<file path="config.mk">
export PLATFORM = sky130hd
export DESIGN_NAME = sram_ctrl
export DESIGN_NICKNAME = d
export VERILOG_FILES = /design/src/rtl/sram_ctrl.sv
export SDC_FILE = /design/constraint.sdc
export NUM_CORES = 1
export LEC_CHECK = 0
export CAP_MARGIN = 0
export CORE_MARGIN = 2
export CORE_UTILIZATION = 41
export CTS_CLUSTER_SIZE = 14
export DETAILED_ROUTE_END_ITERATION = 12
export PLACE_DENSITY = 0.8
export SLEW_MARGIN = 30
export SYNTH_ARGS = -nofsm -noshare
export SYNTH_HDL_FRONTEND = slang
export SYNTH_SLANG_ARGS = --single-unit
export TNS_END_PERCENT = 20
</file>
<file path="constraint.sdc">
create_clock -name clk -period 2.1 [get_ports clk]
set_clock_uncertainty 0.1 [all_clocks]
set_input_delay 0.21 -clock clk [delete_from_list [all_inputs] [get_ports clk]]
set_output_delay 0.21 -clock clk [all_outputs]
set_load 0.05 [all_outputs]
</file>
<file path="src/rtl/sram_ctrl.sv">
// sram_ctrl: synchronous front-end for the async SRAM pin wrapper.
//   Turns a level req / one-cycle ack access into timed strobe sequences:
//   read holds oe_n low for RD_WAIT cycles and registers the data; write
//   drives addr/data for WR_SETUP cycles, pulses we_n for WR_PULSE cycles,
//   then holds addr/data for WR_HOLD cycles.
//
// Optional build macro: SRAM_CTRL_DUAL_PORT_EN
//   Adds a second requester (b_* ports) with round-robin arbitration in IDLE.
//   A wins the first tie.
//
// Ports
//   clk, reset_n          clock, async active-low reset
//   req/we/addr/din/be    access request (hold stable until ack)
//   ack                   one-cycle completion pulse
//   dout                  registered read data, held until the next read
//   busy                  high whenever the FSM is not idle
//   mem_addr/mem_din      address/data to the wrapper
//   mem_we_n/mem_oe_n     strobes to the wrapper
//   mem_be_n              byte enables to the wrapper (~be)
//   mem_dout              read data from the wrapper
//   b_*                   second requester (dual-port build only)
module sram_ctrl #(
  parameter int AW       = 17,
  parameter int DW       = 16,
  parameter int RD_WAIT  = 2,
  parameter int WR_SETUP = 1,
  parameter int WR_PULSE = 2,
  parameter int WR_HOLD  = 1
) (
  input  logic          clk,
  input  logic          reset_n,
  input  logic          req,
  input  logic          we,
  input  logic [AW-1:0] addr,
  input  logic [DW-1:0] din,
  input  logic [1:0]    be,
  output logic          ack,
  output logic [DW-1:0] dout,
  output logic          busy,
  output logic [AW-1:0] mem_addr,
  output logic [DW-1:0] mem_din,
  output logic          mem_we_n,
  output logic          mem_oe_n,
  output logic [1:0]    mem_be_n,
  input  logic [DW-1:0] mem_dout
`ifdef SRAM_CTRL_DUAL_PORT_EN
  ,
  input  logic          b_req,
  input  logic          b_we,
  input  logic [AW-1:0] b_addr,
  input  logic [DW-1:0] b_din,
  input  logic [1:0]    b_be,
  output logic          b_ack,
  output logic [DW-1:0] b_dout
`endif
);

  if (RD_WAIT < 1) begin : g_bad_rd_wait
    $error("sram_ctrl: RD_WAIT must be >= 1");
  end
  if (WR_PULSE < 1) begin : g_bad_wr_pulse
    $error("sram_ctrl: WR_PULSE must be >= 1");
  end
  if (WR_SETUP < 0 || WR_HOLD < 0) begin : g_bad_wr_phase
    $error("sram_ctrl: WR_SETUP and WR_HOLD must be >= 0");
  end

  function automatic int imax(input int a, input int b);
    return (a > b) ? a : b;
  endfunction

  // The counter is loaded with (cycles-1), so it only needs to reach CMAX-1.
  localparam int CMAX = imax(imax(RD_WAIT, WR_SETUP), imax(WR_PULSE, WR_HOLD));
  localparam int CW   = (CMAX < 2) ? 1 : $clog2(CMAX);

  localparam logic [CW-1:0] RD_LD = CW'(RD_WAIT - 1);
  localparam logic [CW-1:0] SU_LD = CW'(imax(WR_SETUP - 1, 0));
  localparam logic [CW-1:0] PW_LD = CW'(WR_PULSE - 1);
  localparam logic [CW-1:0] HD_LD = CW'(imax(WR_HOLD - 1, 0));

  typedef enum logic [2:0] {S_IDLE, S_RD, S_WR_SU, S_WR_PW, S_WR_HD} state_t;

  state_t        state, state_nxt;
  logic [CW-1:0] cnt, cnt_nxt;

  logic          ack_nxt, busy_nxt, we_n_nxt, oe_n_nxt;
  logic [DW-1:0] dout_nxt, din_nxt;
  logic [AW-1:0] addr_nxt;
  logic [1:0]    be_n_nxt;
  logic          accept, acked, done, rd_done;

  // Request selected for acceptance this cycle.
  logic          sel_req, sel_we;
  logic [AW-1:0] sel_addr;
  logic [DW-1:0] sel_din;
  logic [1:0]    sel_be;

`ifdef SRAM_CTRL_DUAL_PORT_EN
  logic          sel_port;             // 0 = A, 1 = B
  logic          owner, owner_nxt;     // port that owns the access in flight
  logic          last_grant, last_grant_nxt;
  logic          done_port;
  logic          b_ack_nxt;
  logic [DW-1:0] b_dout_nxt;

  always_comb begin
    sel_port = 1'b0;
    if (req && b_req) sel_port = ~last_grant;
    else if (b_req)   sel_port = 1'b1;
    sel_req  = req | b_req;
    sel_we   = sel_port ? b_we   : we;
    sel_addr = sel_port ? b_addr : addr;
    sel_din  = sel_port ? b_din  : din;
    sel_be   = sel_port ? b_be   : be;
  end

  assign acked = ack | b_ack;
`else
  assign sel_req  = req;
  assign sel_we   = we;
  assign sel_addr = addr;
  assign sel_din  = din;
  assign sel_be   = be;
  assign acked    = ack;
`endif

  // A request is only looked at when idle and not in the ack cycle, which
  // gives the requester one edge to drop or change req after seeing ack.
  assign accept = (state == S_IDLE) && !acked && sel_req;

  // State and output registers
  always_ff @(posedge clk or negedge reset_n) begin
    if (!reset_n) begin
      state      <= S_IDLE;
      cnt        <= '0;
      ack        <= 1'b0;
      busy       <= 1'b0;
      dout       <= '0;
      mem_addr   <= '0;
      mem_din    <= '0;
      mem_we_n   <= 1'b1;
      mem_oe_n   <= 1'b1;
      mem_be_n   <= 2'b11;
`ifdef SRAM_CTRL_DUAL_PORT_EN
      owner      <= 1'b0;
      last_grant <= 1'b1;
      b_ack      <= 1'b0;
      b_dout     <= '0;
`endif
    end else begin
      state      <= state_nxt;
      cnt        <= cnt_nxt;
      ack        <= ack_nxt;
      busy       <= busy_nxt;
      dout       <= dout_nxt;
      mem_addr   <= addr_nxt;
      mem_din    <= din_nxt;
      mem_we_n   <= we_n_nxt;
      mem_oe_n   <= oe_n_nxt;
      mem_be_n   <= be_n_nxt;
`ifdef SRAM_CTRL_DUAL_PORT_EN
      owner      <= owner_nxt;
      last_grant <= last_grant_nxt;
      b_ack      <= b_ack_nxt;
      b_dout     <= b_dout_nxt;
`endif
    end
  end

  // Next-state logic
  always_comb begin
    state_nxt = state;
    case (state)
      S_IDLE: begin
        // be==00 is acknowledged straight from IDLE without touching strobes.
        if (accept && sel_be != 2'b00) begin
          if (!sel_we)           state_nxt = S_RD;
          else if (WR_SETUP > 0) state_nxt = S_WR_SU;
          else                   state_nxt = S_WR_PW;
        end
      end
      S_RD:    if (cnt == '0) state_nxt = S_IDLE;
      S_WR_SU: if (cnt == '0) state_nxt = S_WR_PW;
      S_WR_PW: if (cnt == '0) state_nxt = (WR_HOLD > 0) ? S_WR_HD : S_IDLE;
      S_WR_HD: if (cnt == '0) state_nxt = S_IDLE;
      default: state_nxt = S_IDLE;
    endcase
  end

  // Output / datapath next values
  always_comb begin
    // Counter reloads on every state entry and otherwise counts down to 0.
    cnt_nxt = (cnt != '0) ? cnt - CW'(1) : cnt;
    if (state_nxt != state) begin
      case (state_nxt)
        S_RD:    cnt_nxt = RD_LD;
        S_WR_SU: cnt_nxt = SU_LD;
        S_WR_PW: cnt_nxt = PW_LD;
        S_WR_HD: cnt_nxt = HD_LD;
        default: cnt_nxt = '0;
      endcase
    end

    // Strobes decode the next state, so each is low exactly while in its
    // state and the two can never overlap; the ack cycle leaves both high.
    busy_nxt = (state_nxt != S_IDLE);
    we_n_nxt = (state_nxt != S_WR_PW);
    oe_n_nxt = (state_nxt != S_RD);

    addr_nxt = mem_addr;
    din_nxt  = mem_din;
    be_n_nxt = mem_be_n;
    if (accept) begin
      addr_nxt = sel_addr;
      din_nxt  = sel_din;
      be_n_nxt = ~sel_be;
    end

    done    = (accept && sel_be == 2'b00) || (state != S_IDLE && state_nxt == S_IDLE);
    rd_done = (state == S_RD) && (state_nxt == S_IDLE);

`ifdef SRAM_CTRL_DUAL_PORT_EN
    owner_nxt      = accept ? sel_port : owner;
    last_grant_nxt = accept ? sel_port : last_grant;
    // A be==00 access completes in IDLE, before owner has been updated.
    done_port      = (state == S_IDLE) ? sel_port : owner;
    ack_nxt        = done && !done_port;
    b_ack_nxt      = done && done_port;
    dout_nxt       = (rd_done && !owner) ? mem_dout : dout;
    b_dout_nxt     = (rd_done && owner)  ? mem_dout : b_dout;
`else
    ack_nxt        = done;
    dout_nxt       = rd_done ? mem_dout : dout;
`endif
  end

endmodule

</file>
; Word-level counts from Yosys, hierarchy flattened
; Cells that the tools add are included.
[classes]
add_sub_neg = 1
n_eq_ne = 9
bitwise = 1
reduce_logical = 16
muxes = 9
[ops]
columns = operator, n
row1 = $mux W3, 4
row2 = $pmux W3 S4, 1
row3 = $eq A3 B2 Y1 const B, 3
row4 = $eq A3 B1 Y1 const B, 2
row5 = $logic_and A1 B1 Y1, 6
row6 = $logic_not A3 Y1, 2
row7 = $reduce_bool A3 Y1, 2
row8 = $reduce_or A2 Y1, 2
row9 = $eq A3 B3 Y1 const B, 1
row10 = $mux W1, 3
row11 = $ne A3 B1 Y1 const B, 1
row12 = $ne A3 B2 Y1 const B, 1
row13 = $ne A3 B3 Y1, 1
row14 = $logic_not A2 Y1, 1
row15 = $mux W2, 1
row16 = $not A2 Y2, 1
row17 = $reduce_bool A2 Y1, 1
row18 = $logic_not A1 Y1, 1
row19 = $logic_or A1 B1 Y1, 1
row20 = $sub A1 B1 Y1 const B, 1
[word_totals]
ff_bits = 59
output_inout_bits = 55

; Logic depth before layout (Yosys ltp)
[depth]
depth_word = 10
ltp_mapped = 5
depth_no_buf = 3

; Least setup slack after synthesis
; No wires, ideal clock.
[synth_timing]
path_kind = register -> register
from = register ack
to = register mem_addr[10]
period_less_slack_ns = 1.635
arrival_time_ns = 1.411
stages_incl_launch_ff = 6
setup_slack_ns = 0.465
cell_sequence = dfrtp_1 nor2_1 nand3_1 buf_6 buf_6 mux2_2
[synth_via]
elab_chain_len = 3
[synth_rtl]
columns = item, line
row1 = start: declaration, 37  ; output logic ack,
row2 = start signal: assignment, 153  ; ack <= ack_nxt;
row3 = $logic_not A1 Y1, 129  ; assign accept = (state == S_IDLE) && !acked && sel_req;
row4 = $logic_and A1 B1 Y1 (2 in a row), 129
row5 = end signal: assignment, 156  ; mem_addr <= addr_nxt;
row6 = end: declaration, 40  ; output logic [AW-1:0] mem_addr,
; No other way between the ends.
; A chain may end at the register's enable or synchronous reset.

; Final worst setup path
[layout_timing]
from = register mem_be_n[0]
to = output mem_be_n[0]
[layout_lines]
columns = item, line
row1 = start: declaration, 44  ; output logic [1:0] mem_be_n,
row2 = start signal: assignment, 160  ; mem_be_n <= be_n_nxt;
; No word-level cell between the ends.

==> metrics <==
post-synthesis register bit count=between 50 and 60; Starting DRT DRC Count=27; data required time at the worst endpoint=between 1.5 and 2 ns; Antenna diodes=0; clock tree buffer depth=2; Core Area=5510 sq um; startpoint class of the critical path=flop; vias in the first global route=1,741; antenna viol nets, final=0; count of standard-cell rows=27; number of distinct library cells after synthesis=24; family with the most delay on the worst path=buffers and inverters; Slew headroom=64.6%; Final Max Tran Viols=0; via count of the routed design=~1,600; die area=6330 sq um; final-report setup violation count=0; clock tree from TritonCTS=built; source-to-sink clock delay at the later pin of the worst-skew pair=0.32 ns; actual transition at the worst max-transition pin=~0.53 ns; FMAX=514 MHz; syn_nets=204; Seq/Total Area, Yosys=63.2%; endpoint kind of the worst setup timing path=output port; number of fill cells=423; total grt overflow=0; Min Clock Period, post-route=1.94 ns; WP data arrival=1.63 ns; buffer type at the clock tree root=sky130_fd_sc_hd__clkbuf_8; RePlAce Congestion=approximately 0.76; routed vias/inst=4.71; most area-hungry cell type in the Yosys netlist=sky130_fd_sc_hd__dfrtp_1; total negative slack=0 ns; Fin. Hold Viols=0; cell types occupying the most area after synthesis=sky130_fd_sc_hd__dfrtp_1 (59%), sky130_fd_sc_hd__mux2_2 (19%), sky130_fd_sc_hd__mux2_4 (6.4%); final cycle utilization of the critical path=92.6%; Die Y=79.6 um; total wirelength of the detailed-routed design=between 4000 and 5000 um; global-route wire length before repair=7870 um; syn_area_per_cell=15.7 sq um; Buf+Inv Stages, Crit Path=1; first-pass iteration count of the detailed router=4; Mapped Cells=roughly 150; die width=79.6 um; warnings from Yosys=0; kind of path behind the tightest hold check=in2async; share of layout cells above drive strength 1=a little over a quarter; unrepaired setup endpoints after global routing=false; dpl hpwl=3500 um; result of the run=completed; peak per-stage delay on the critical path=0.79 ns; overall fraction of global-route tracks in use=16.2%; count of buffers added by post-CTS timing repair for setup=0; clock slew seen by the registers of the worst setup and hold paths=~0.06 ns; average detailed-routed wire length per instance=13.9 um; cell-by-cell listing of the critical path=clkdlybuf4s50_1; nets@finish=324; DRC viols=0; effective utilization at floorplan=42.5%; Synth top area share=just under 60%; total CTS buffers=9; synthesized cell area=2340 sq um; count of boundary I/O pins=110; Register-to-Register Setup Slack=between 0.4 and 0.5 ns; crit path kind=reg2out; Sinks on Clock Net=59; number of levels the H-tree was split into=3; pin count of the biggest net entering global routing=29; CP Max Fanout=2; Crit Reg-Reg Startpoint=state[0]$_DFF_PN0_; number of cells traversed by the worst register-to-register path=4; IO Port Bufs=109; R2R Path End=dout[0]$_DFFE_PN0P_; cell type of the slowest stage on the worst timing path=sky130_fd_sc_hd__clkdlybuf4s50_1; count of maximum capacitance violations=0; initial antenna violation count=0; layout-stage area growth over the synthesis result=56.8%
[per-stage QoR]
step	setup WS, ns	hold slack, ns	instance area [sq um]	utilization [%]	std cells
after CTS	0.136	0.241	3670	66.7	346
after detailed placement	0.460	0.0394	3490	63.4	329
after floorplan	0.465	-0.186	2340	-	149
after global routing	0.108	0.255	3670	66.7	346
after global placement	0.477	0.0365	3490	63.4	329
final	0.156	0.241	3670	66.7	346
[cells in the final DEF (no fill, tap or decap), types with 3 or more instances in the layout]
cell type	Yosys	layout
sky130_fd_sc_hd__o21ai_0	8	8
sky130_fd_sc_hd__inv_1	3	3
sky130_fd_sc_hd__dfrtp_1	55	55
sky130_fd_sc_hd__clkbuf_8	0	11
sky130_fd_sc_hd__clkbuf_1	0	3
sky130_fd_sc_hd__mux2_4	10	10
sky130_fd_sc_hd__nor2_1	5	5
sky130_fd_sc_hd__dfstp_2	4	4
sky130_fd_sc_hd__mux2_2	39	39
sky130_fd_sc_hd__buf_4	0	5
sky130_fd_sc_hd__clkdlybuf4s50_1	0	108
[logic make-up (layout without fill, tap and decap cells)]
kind of cell,Yosys count,after routing,synth area share [%]
AO/OA/AOI/OAI,12,12,2.94
AND/OR/NAND/NOR,18,18,4.33
flip-flops,59,59,63.2
multiplexers,51,51,26.0
buffers and inverters,9,134,3.47
[worst max path at each step]
stage	cells past startpoint	start	end	slack, ns
2_1_floorplan	5	ack$_DFF_PN0_	mem_addr[10]$_DFFE_PN0P_	0.46
3_3_place_gp	4	req	mem_din[13]$_DFFE_PN0P_	0.48
3_5_place_dp	4	req	mem_addr[5]$_DFFE_PN0P_	0.46
4_1_cts	1	mem_be_n[0]$_DFFE_PN1P_	mem_be_n[0]	0.14
5_1_grt	1	mem_be_n[1]$_DFFE_PN1P_	mem_be_n[1]	0.11
6_report	1	mem_be_n[0]$_DFFE_PN1P_	mem_be_n[0]	0.16
[layout make-up]
| class | instances | area [sq um] | area share, % |
|---|---|---|---|
| flip-flops and latches | 59 | 1480 | 40.3 |
| well taps | 72 | 90.1 | 2.45 |
| repair buffers | 115 | 1130 | 30.9 |
| multi-input cells | 81 | 785 | 21.4 |
| inverters | 3 | 11.3 | 0.307 |
| clock buffers | 14 | 163 | 4.43 |
| clock inverters | 2 | 10.0 | 0.272 |
[synthesized netlist by cell type (all sizes together)]
cell type / n
o21bai: 1
inv: 3
a21o: 1
nor4b: 1
dfstp: 4
dfrtp: 55
nor2: 5
nand3: 2
nand2: 2
o2bb2ai: 1
nor4bb: 1
nor2b: 2
nand3b: 1
mux2: 49
and2: 2
mux2i: 2
or2: 1
nor3b: 1
buf: 6
a21oi: 1
o21ai: 8
[sequential cells by signal, summed over array words and instances (netlist names)]
register  flops
mem_oe_n      1
cnt           1
ack           1
mem_din      16
mem_we_n      1
mem_be_n      2
mem_addr     17
busy          1
state         3
dout         16
[per-layer routing]
| metal | track usage [%] | up-vias | routed length, um | share of wire, % |
|---|---|---|---|---|
| li1 | - | 760 | - | - |
| met1 | 20.8 | 783 | 2140 | 44 |
| met2 | 24.0 | 79 | 2110 | 44 |
| met3 | 6.00 | 9 | 492 | 10 |
| met4 | 7.76 | 0 | 81 | 1.7 |
| met5 | 0 | - | 0 | 0 |
[timing repair]
action | CTS | global route
endpoints found under the setup margin | 0 | 0
hold buffers | 1 | 0
hold endpoints to repair | 14 | 0
resized for setup | 0 | 0
Power is left out: the tool's default activity adds up to more than one toggle a clock period on the data nets, which glitch-free logic cannot reach.
